<file path="config.mk">
export PLATFORM = sky130hd
export DESIGN_NAME = mini_calc
export DESIGN_NICKNAME = d
export VERILOG_FILES = /design/src/rtl/mini_calc_pkg.sv /design/src/rtl/mini_calc_divider.sv /design/src/rtl/mini_calc.sv
export SDC_FILE = /design/constraint.sdc
export NUM_CORES = 1
export LEC_CHECK = 0
export BUFFER_PORTS_ARGS = -buffer_cell sky130_fd_sc_hd__buf_2
export CAP_MARGIN = 20
export CORE_ASPECT_RATIO = 1.4
export CORE_MARGIN = 3
export CORE_UTILIZATION = 30
export CTS_CLUSTER_SIZE = 16
export DETAILED_ROUTE_END_ITERATION = 12
export PLACE_DENSITY = 0.53
export SLEW_MARGIN = 40
export SYNTH_ARGS = -nofsm -noshare
export SYNTH_HDL_FRONTEND = slang
export SYNTH_HIERARCHICAL = 1
export SYNTH_SLANG_ARGS = --single-unit
</file>
<file path="constraint.sdc">
create_clock -name Clk -period 4.5 [get_ports Clk]
set_input_delay 0.675 -clock Clk [delete_from_list [all_inputs] [get_ports Clk]]
set_output_delay 0.675 -clock Clk [all_outputs]
set_load 0.01 [all_outputs]
</file>
<file path="src/rtl/mini_calc_pkg.sv">
// Shared opcode constants and default widths for the mini_calc calculator.
package mini_calc_pkg;

  localparam int unsigned INPUT_BIT_WIDTH = 8;
  localparam int unsigned INSTR_BIT_WIDTH = 4;

  localparam logic [INSTR_BIT_WIDTH-1:0] CODE_INSTR_NOP     = 4'b1111;
  localparam logic [INSTR_BIT_WIDTH-1:0] CODE_INSTR_ADD_SUB = 4'b0111;
  localparam logic [INSTR_BIT_WIDTH-1:0] CODE_INSTR_MIN_MAX = 4'b1011;
  localparam logic [INSTR_BIT_WIDTH-1:0] CODE_INSTR_MUL     = 4'b1101;
  localparam logic [INSTR_BIT_WIDTH-1:0] CODE_INSTR_DIV     = 4'b1110;

endpackage

</file>
<file path="src/rtl/mini_calc_divider.sv">
// W-cycle restoring divider with start/abort control; divide by zero yields all ones
// and the dividend as remainder.
module mini_calc_divider #(
  parameter int unsigned W = 8
) (
  input  logic         clk,
  input  logic         rst_n,
  input  logic         start,
  input  logic         abort,
  input  logic [W-1:0] a,
  input  logic [W-1:0] b,
  output logic         busy,
  output logic         done,
  output logic         held,
  output logic [W-1:0] cap_a,
  output logic [W-1:0] cap_b,
  output logic [W-1:0] quotient,
  output logic [W-1:0] remainder
);

  localparam int unsigned CntW = (W > 1) ? $clog2(W) : 1;
  localparam logic [CntW-1:0] LastCnt = CntW'(W - 1);

  logic [W-1:0]    a_q, b_q, rem_q, quo_q;
  logic [CntW-1:0] cnt_q;
  logic            busy_q, held_q;

  logic [W:0]   shifted;
  logic [W-1:0] diff, rem_nxt, quo_nxt;
  logic         ge;

  // One restoring step: bring in the next dividend bit and try to subtract the divisor.
  always_comb begin
    shifted = {rem_q, quo_q[W-1]};
    ge      = shifted >= {1'b0, b_q};
    diff    = shifted[W-1:0] - b_q;
    rem_nxt = ge ? diff : shifted[W-1:0];
    quo_nxt = {quo_q[W-2:0], ge};
  end

  always_ff @(posedge clk) begin
    if (!rst_n) begin
      a_q    <= '0;
      b_q    <= '0;
      rem_q  <= '0;
      quo_q  <= '0;
      cnt_q  <= '0;
      busy_q <= 1'b0;
      held_q <= 1'b0;
    end else if (start) begin
      a_q    <= a;
      b_q    <= b;
      rem_q  <= '0;
      quo_q  <= a;
      cnt_q  <= '0;
      busy_q <= 1'b1;
      held_q <= 1'b0;
    end else if (abort) begin
      busy_q <= 1'b0;
      held_q <= 1'b0;
    end else if (busy_q) begin
      rem_q <= rem_nxt;
      quo_q <= quo_nxt;
      cnt_q <= cnt_q + 1'b1;
      if (cnt_q == LastCnt) begin
        busy_q <= 1'b0;
        held_q <= 1'b1;
      end
    end
  end

  assign busy      = busy_q;
  assign held      = held_q;
  assign cap_a     = a_q;
  assign cap_b     = b_q;
  assign done      = busy_q && !start && !abort && (cnt_q == LastCnt);
  assign quotient  = (b_q == '0) ? '1 : quo_nxt;
  assign remainder = (b_q == '0) ? a_q : rem_nxt;

endmodule

</file>
<file path="src/rtl/mini_calc.sv">
// Registered two-operand calculator. Define MINI_CALC_DIV_EN to build the sequential
// divider; otherwise DIV decodes as NOP and Busy is tied low.
module mini_calc
  import mini_calc_pkg::*;
#(
  parameter int unsigned W  = INPUT_BIT_WIDTH,
  parameter int unsigned IW = INSTR_BIT_WIDTH
) (
  input  logic          Clk,
  input  logic          nReset,
  input  logic [IW-1:0] Instruction,
  input  logic [W-1:0]  InputA,
  input  logic [W-1:0]  InputB,
  output logic [W-1:0]  OutputA,
  output logic [W-1:0]  OutputB,
  output logic          Busy
);

  logic [W-1:0]   out_a_q, out_b_q;
  logic [W-1:0]   res_a, res_b;
  logic [2*W-1:0] prod;

  assign prod = {{W{1'b0}}, InputA} * {{W{1'b0}}, InputB};

  always_comb begin
    res_a = '0;
    res_b = '0;
    unique case (Instruction)
      CODE_INSTR_ADD_SUB: begin
        res_a = InputA + InputB;
        res_b = InputA - InputB;
      end
      CODE_INSTR_MIN_MAX: begin
        res_a = (InputA >= InputB) ? InputA : InputB;
        res_b = (InputA >= InputB) ? InputB : InputA;
      end
      CODE_INSTR_MUL: begin
        res_a = prod[W-1:0];
        res_b = prod[2*W-1:W];
      end
      default: begin
        res_a = '0;
        res_b = '0;
      end
    endcase
  end

`ifdef MINI_CALC_DIV_EN
  logic         div_sel, div_start, div_busy, div_done, div_held;
  logic [W-1:0] cap_a, cap_b, quotient, remainder;

  assign div_sel = (Instruction == CODE_INSTR_DIV);
  // Restart on new operands, or when no result is held for the current operands.
  assign div_start = div_sel &&
                     (({InputA, InputB} != {cap_a, cap_b}) || (!div_busy && !div_held));

  mini_calc_divider #(
    .W (W)
  ) u_divider (
    .clk       (Clk),
    .rst_n     (nReset),
    .start     (div_start),
    .abort     (!div_sel),
    .a         (InputA),
    .b         (InputB),
    .busy      (div_busy),
    .done      (div_done),
    .held      (div_held),
    .cap_a     (cap_a),
    .cap_b     (cap_b),
    .quotient  (quotient),
    .remainder (remainder)
  );

  always_ff @(posedge Clk) begin
    if (!nReset) begin
      out_a_q <= '0;
      out_b_q <= '0;
    end else if (div_sel) begin
      if (div_done) begin
        out_a_q <= quotient;
        out_b_q <= remainder;
      end
    end else begin
      out_a_q <= res_a;
      out_b_q <= res_b;
    end
  end

  assign Busy = div_busy;
`else
  always_ff @(posedge Clk) begin
    if (!nReset) begin
      out_a_q <= '0;
      out_b_q <= '0;
    end else begin
      out_a_q <= res_a;
      out_b_q <= res_b;
    end
  end

  assign Busy = 1'b0;
`endif

  assign OutputA = out_a_q;
  assign OutputB = out_b_q;

endmodule

</file>
Word level (Yosys, flattened, before mapping)
Index checks and enable logic that the tools add are counted.

storage, ports and cells
  flip-flop bits (word level) = 16
  output and inout bits = 17

operators by class
  mux-type cells = 4
  equality and inequality tests = 3
  multiply operators = 1
  add/sub/neg operators = 2
  magnitude comparators = 1

operators with widths
  cell                  number
  $pmux W8 S3           2
  $mul A8 B8 Y16        1
  $mux W8               2
  $add A8 B8 Y8         1
  $eq A4 B4 Y1 const B  2
  $ge A8 B8 Y1          1
  $sub A8 B8 Y8         1
  $eq A4 B3 Y1 const B  1

Logic depth before layout (Yosys ltp)
  depth in word-level cells = 3
  depth in mapped cells = 17
  depth with buffers taken out = 17

Least setup slack after synthesis
No wires, ideal clock.

  kind = input -> register
  from = input InputB[4]
  to = register out_b_q[7] (netlist: OutputB[7])
  setup time = 0.062 ns
  slack = -0.334 ns
  buffers on the path = 1
  arrival = 4.772 ns
  required time = 4.438 ns
  stages on the path = 16
  cells stage by stage = clkbuf_1 > nand2_1 > fa_1 > fa_1 > inv_1 > fa_1 > inv_1 > fa_1 > inv_1 > ha_1 > a2111oi_2 > o21ai_0 > nand3_1 > a31oi_1 > or4_1 > nand3_1

between the ends
  word-level cells in the longest chain between the ends = 3

RTL lines
  item                                                    line             RTL
  start, declared                                         mini_calc.sv:13  input logic [W-1:0] InputB,
  branches (longest 2 deep; another with $mul A8 B8 Y16)  -
  $pmux W8 S3 *                                           mini_calc.sv:28  unique case (Instruction)
  end signal, assigned                                    mini_calc.sv:98  out_b_q <= res_b;
  end, declared                                           mini_calc.sv:19  logic [W-1:0] out_a_q, out_b_q;

Every way passes the cells marked *.
A chain may end at the register's enable or synchronous reset.

Final worst setup path
  from = input InputA[4]
  to = register out_b_q[6] (netlist: OutputB[6])

between the ends
  word-level cells in the longest chain between the ends = 3

RTL lines
  item                                                    line             RTL
  start, declared                                         mini_calc.sv:12  input logic [W-1:0] InputA,
  branches (longest 2 deep; another with $mul A8 B8 Y16)  -
  $pmux W8 S3 *                                           mini_calc.sv:28

Marks and branches as above.

==> impl_metrics.toml <==
[outcome]
outcome = "complete, no violations"

[sta]
slew_headroom_pct = 48.3
tightest_slew_ps = 774
rsz0062_at_grt = "true"
fin_crit_ps = 4430
fmax_mhz = 226
fin_ws_ps = 68.2
drv_slew = 0
hold_viol_final = 0
setup_viol = 0
period_share_pct = 98.5

[power_and_ir_drop]
internal-power_mw = 0.797
p_clk_share_pct = 13.1
p_comb_share_pct = 76.9
fin_total_pwr_mw = 1.45
leakagePower_nw = 2.21
netSwitchingFraction_pct = 45.0
pwr-share-seq_pct = 10.0
power.density_mw_per_mm2 = 320
ir_worst_vdd_v = 0.000121
p_switching_mw = 0.653

[route]
drt-met1-wl_microns = 3890
top_layer = "met4"
drc = 0
drt_pre_antenna_iters = 4
drtAntennaViolNets = 0
vias = 3102
wl_met2_microns = 5480
postRouteWirelength_microns = 9840
drt_iter0_markers = 108
via_per_inst = 4.89
wire_per_inst_microns = 15.5
dr_wl_met3_microns = 216

[yosys]
synth_xor_area_share_pct = 4.14
synthTopCellsByArea = "fa_1 21%, ha_1 18%, dfxtp_1 8.9%, inv_1 7.2%, and2_1 6.8%"
synth_cell_types = 58
synthAdderAreaFrac_pct = 39.3
synth_area_sq_mm = 0.00359
synth-edff-count = 0
synth-compound-area-share_pct = 14.0
yosys_warnings = 6
synth_top_area_share_pct = 21.2
synth_top_family_by_area = "adder cells"
synthCells = 411
seq_area_frac_synth_pct = 8.91
async_reset_ff_share_pct = 0
synth_nets = 523
synthFlopType = "dfxtp_1"
yosys.area_share.simple_pct = 17.6
ys_ff_latch = 16
avgSynthCellArea_sq_um = 8.75
synth_area_leader_cell = "fa_1"
synthMuxAreaShare_pct = 5.81

[setup_path]
cp_data_required_time_ps = 4670
start_kind = "input pin"
cp-end-kind = "register"
crit_fanout = 5
crit_type = "input pin to register"
critical_path_arrival_ps = 4600

[global_routing]
grt_pass1_vias = 3393
grt_pass1_wl_microns = 16400
grt-ovfl-total = 0
grt_max_degree = 19
antenna_found_initial = 0
grtUsageTotal_pct = 15.2

[die]
initial_utilization_pct = 31.2
ios = 39
die_w_microns = 98.5
rows = 46
die_h_microns = 136
core_area_sq_mm = 0.0115
die_area_sq_mm = 0.0134

[placed_design]
gp_congestion = 0.904
dp_slack_ps = -465
io_buffers = 37
place_hpwl_microns = 8510

[clock_tree]
cts.path.max_buffers = 2
htreeDepth = 1
clock-sinks = 16
cts_buffers = 3
cts_root_buffer = "clkbuf_16"
path_clk_slew_ps = 50
cts_tree = "yes"

[layout]
diodes = 0
fill_cells = 1227
drive_above_1_share_pct = 29.4
regArea_sq_um = 320
multi_input_area_sq_mm = 0.00304
fin_nets = 603
syn_to_final_growth_pct = 26.0

[flow_run]
drv_cap = 0

[worst_hold_path]
holdPathStages = 3
whs_endpoint = "OutputB[7]"
worstHoldStart = "nReset"
hold_class = "input pin to register"
[worst max path at each step]
stage,slack (ps),from,to,cells past startpoint
5_1_grt,-100,InputB[3],OutputB[6],16
3_5_place_dp,-470,InputA[2],OutputB[4],16
2_1_floorplan,8,InputB[4],OutputB[7],16
6_report,70,InputA[4],OutputB[6],15
4_1_cts,9,InputB[5],OutputB[6],16
3_3_place_gp,-400,InputA[2],OutputB[4],17
[flip-flops by register name (all words and copies together), names as in the netlist]
name / cells
OutputA: 8
OutputB: 8
[worst max-delay path, stage by stage]
cell,delay (ps)
buf_12,110
ha_2,190
fa_1,560
fa_1,430
fa_1,490
inv_1,50
fa_1,530
inv_1,40
ha_2,180
a2111oi_4,340
o21ai_2,170
a311oi_2,320
nor3_1,80
nand3b_1,190
a31oi_2,220
[power by group through the flow]
stage | sequential, mW | combinational, mW | clock (mW)
3_5_place_dp | 0.148 | 1.03 | 0
3_3_place_gp | 0.147 | 1.02 | 0
4_1_cts | 0.145 | 1.08 | 0.193
5_1_grt | 0.145 | 1.25 | 0.198
6_report | 0.145 | 1.12 | 0.190
2_1_floorplan | 0.149 | 0.681 | 0
[per-stage QoR]
stage	TNS (ps)	area (sq um)	utilization [%]	hold slack, ps	std cells
after floorplan	0	3630	-	805	411
after global placement	-1740	4250	37.0	980	629
after detailed placement	-2190	4250	37.0	982	629
after CTS	0	4430	38.5	729	633
after global routing	-184	4530	39.4	750	634
final	0	4530	39.4	725	634
[metal layers]
layer / global-route usage, % / up-vias
met5: 0 / -
met4: 3.19 / 0
met3: 1.39 / 14
met2: 29.8 / 48
met1: 17.6 / 1509
li1: - / 1531
[cells by family after synthesis]
kind of cell,Yosys count
mux,19
other cells,1
buf+inv,81
xor+xnor,17
compound gates,69
flops,16
fa+ha+maj,90
simple gates,118
[cell usage in the layout, fill, tap and decap left out, drive strengths merged, types with 15 or more instances in the layout]
cell type and count:
buf 87, nor2 23, fa 38, dfxtp 16
mux2 15, ha 52, and2 40, inv 69
a21oi 18, nand2 27
[final cells by class]
class | count | share of cell area, %
Multi-Input combinational cell | 314 | 67.1
Timing Repair Buffer | 87 | 14.2
Sequential cell | 16 | 7.07
Inverter | 69 | 5.72
Tap cell | 144 | 3.98
Clock buffer | 4 | 1.96
[synth_stat cells, types with 5 or more instances]
master    count
inv_1        69
ha_1         52
and2_1       39
fa_1         38
nand2_1      27
nor2_1       23
dfxtp_1      16
a21oi_1      15
mux2_2       14
xnor2_1      11
o21ai_0      10
a31oi_1       7
a22oi_1       6
xor2_1        6
nand2b_1      5
nand3_1       5
[timing repair]
action                                  4_1_cts  5_1_grt
pin swaps                                    19       22
endpoints found under the setup margin        4        7
gates cloned                                  0        0
hold buffers                                  0        0
resized for setup                            27       26
buffers inserted                              0        1
(Power assumes the default switching activity.)
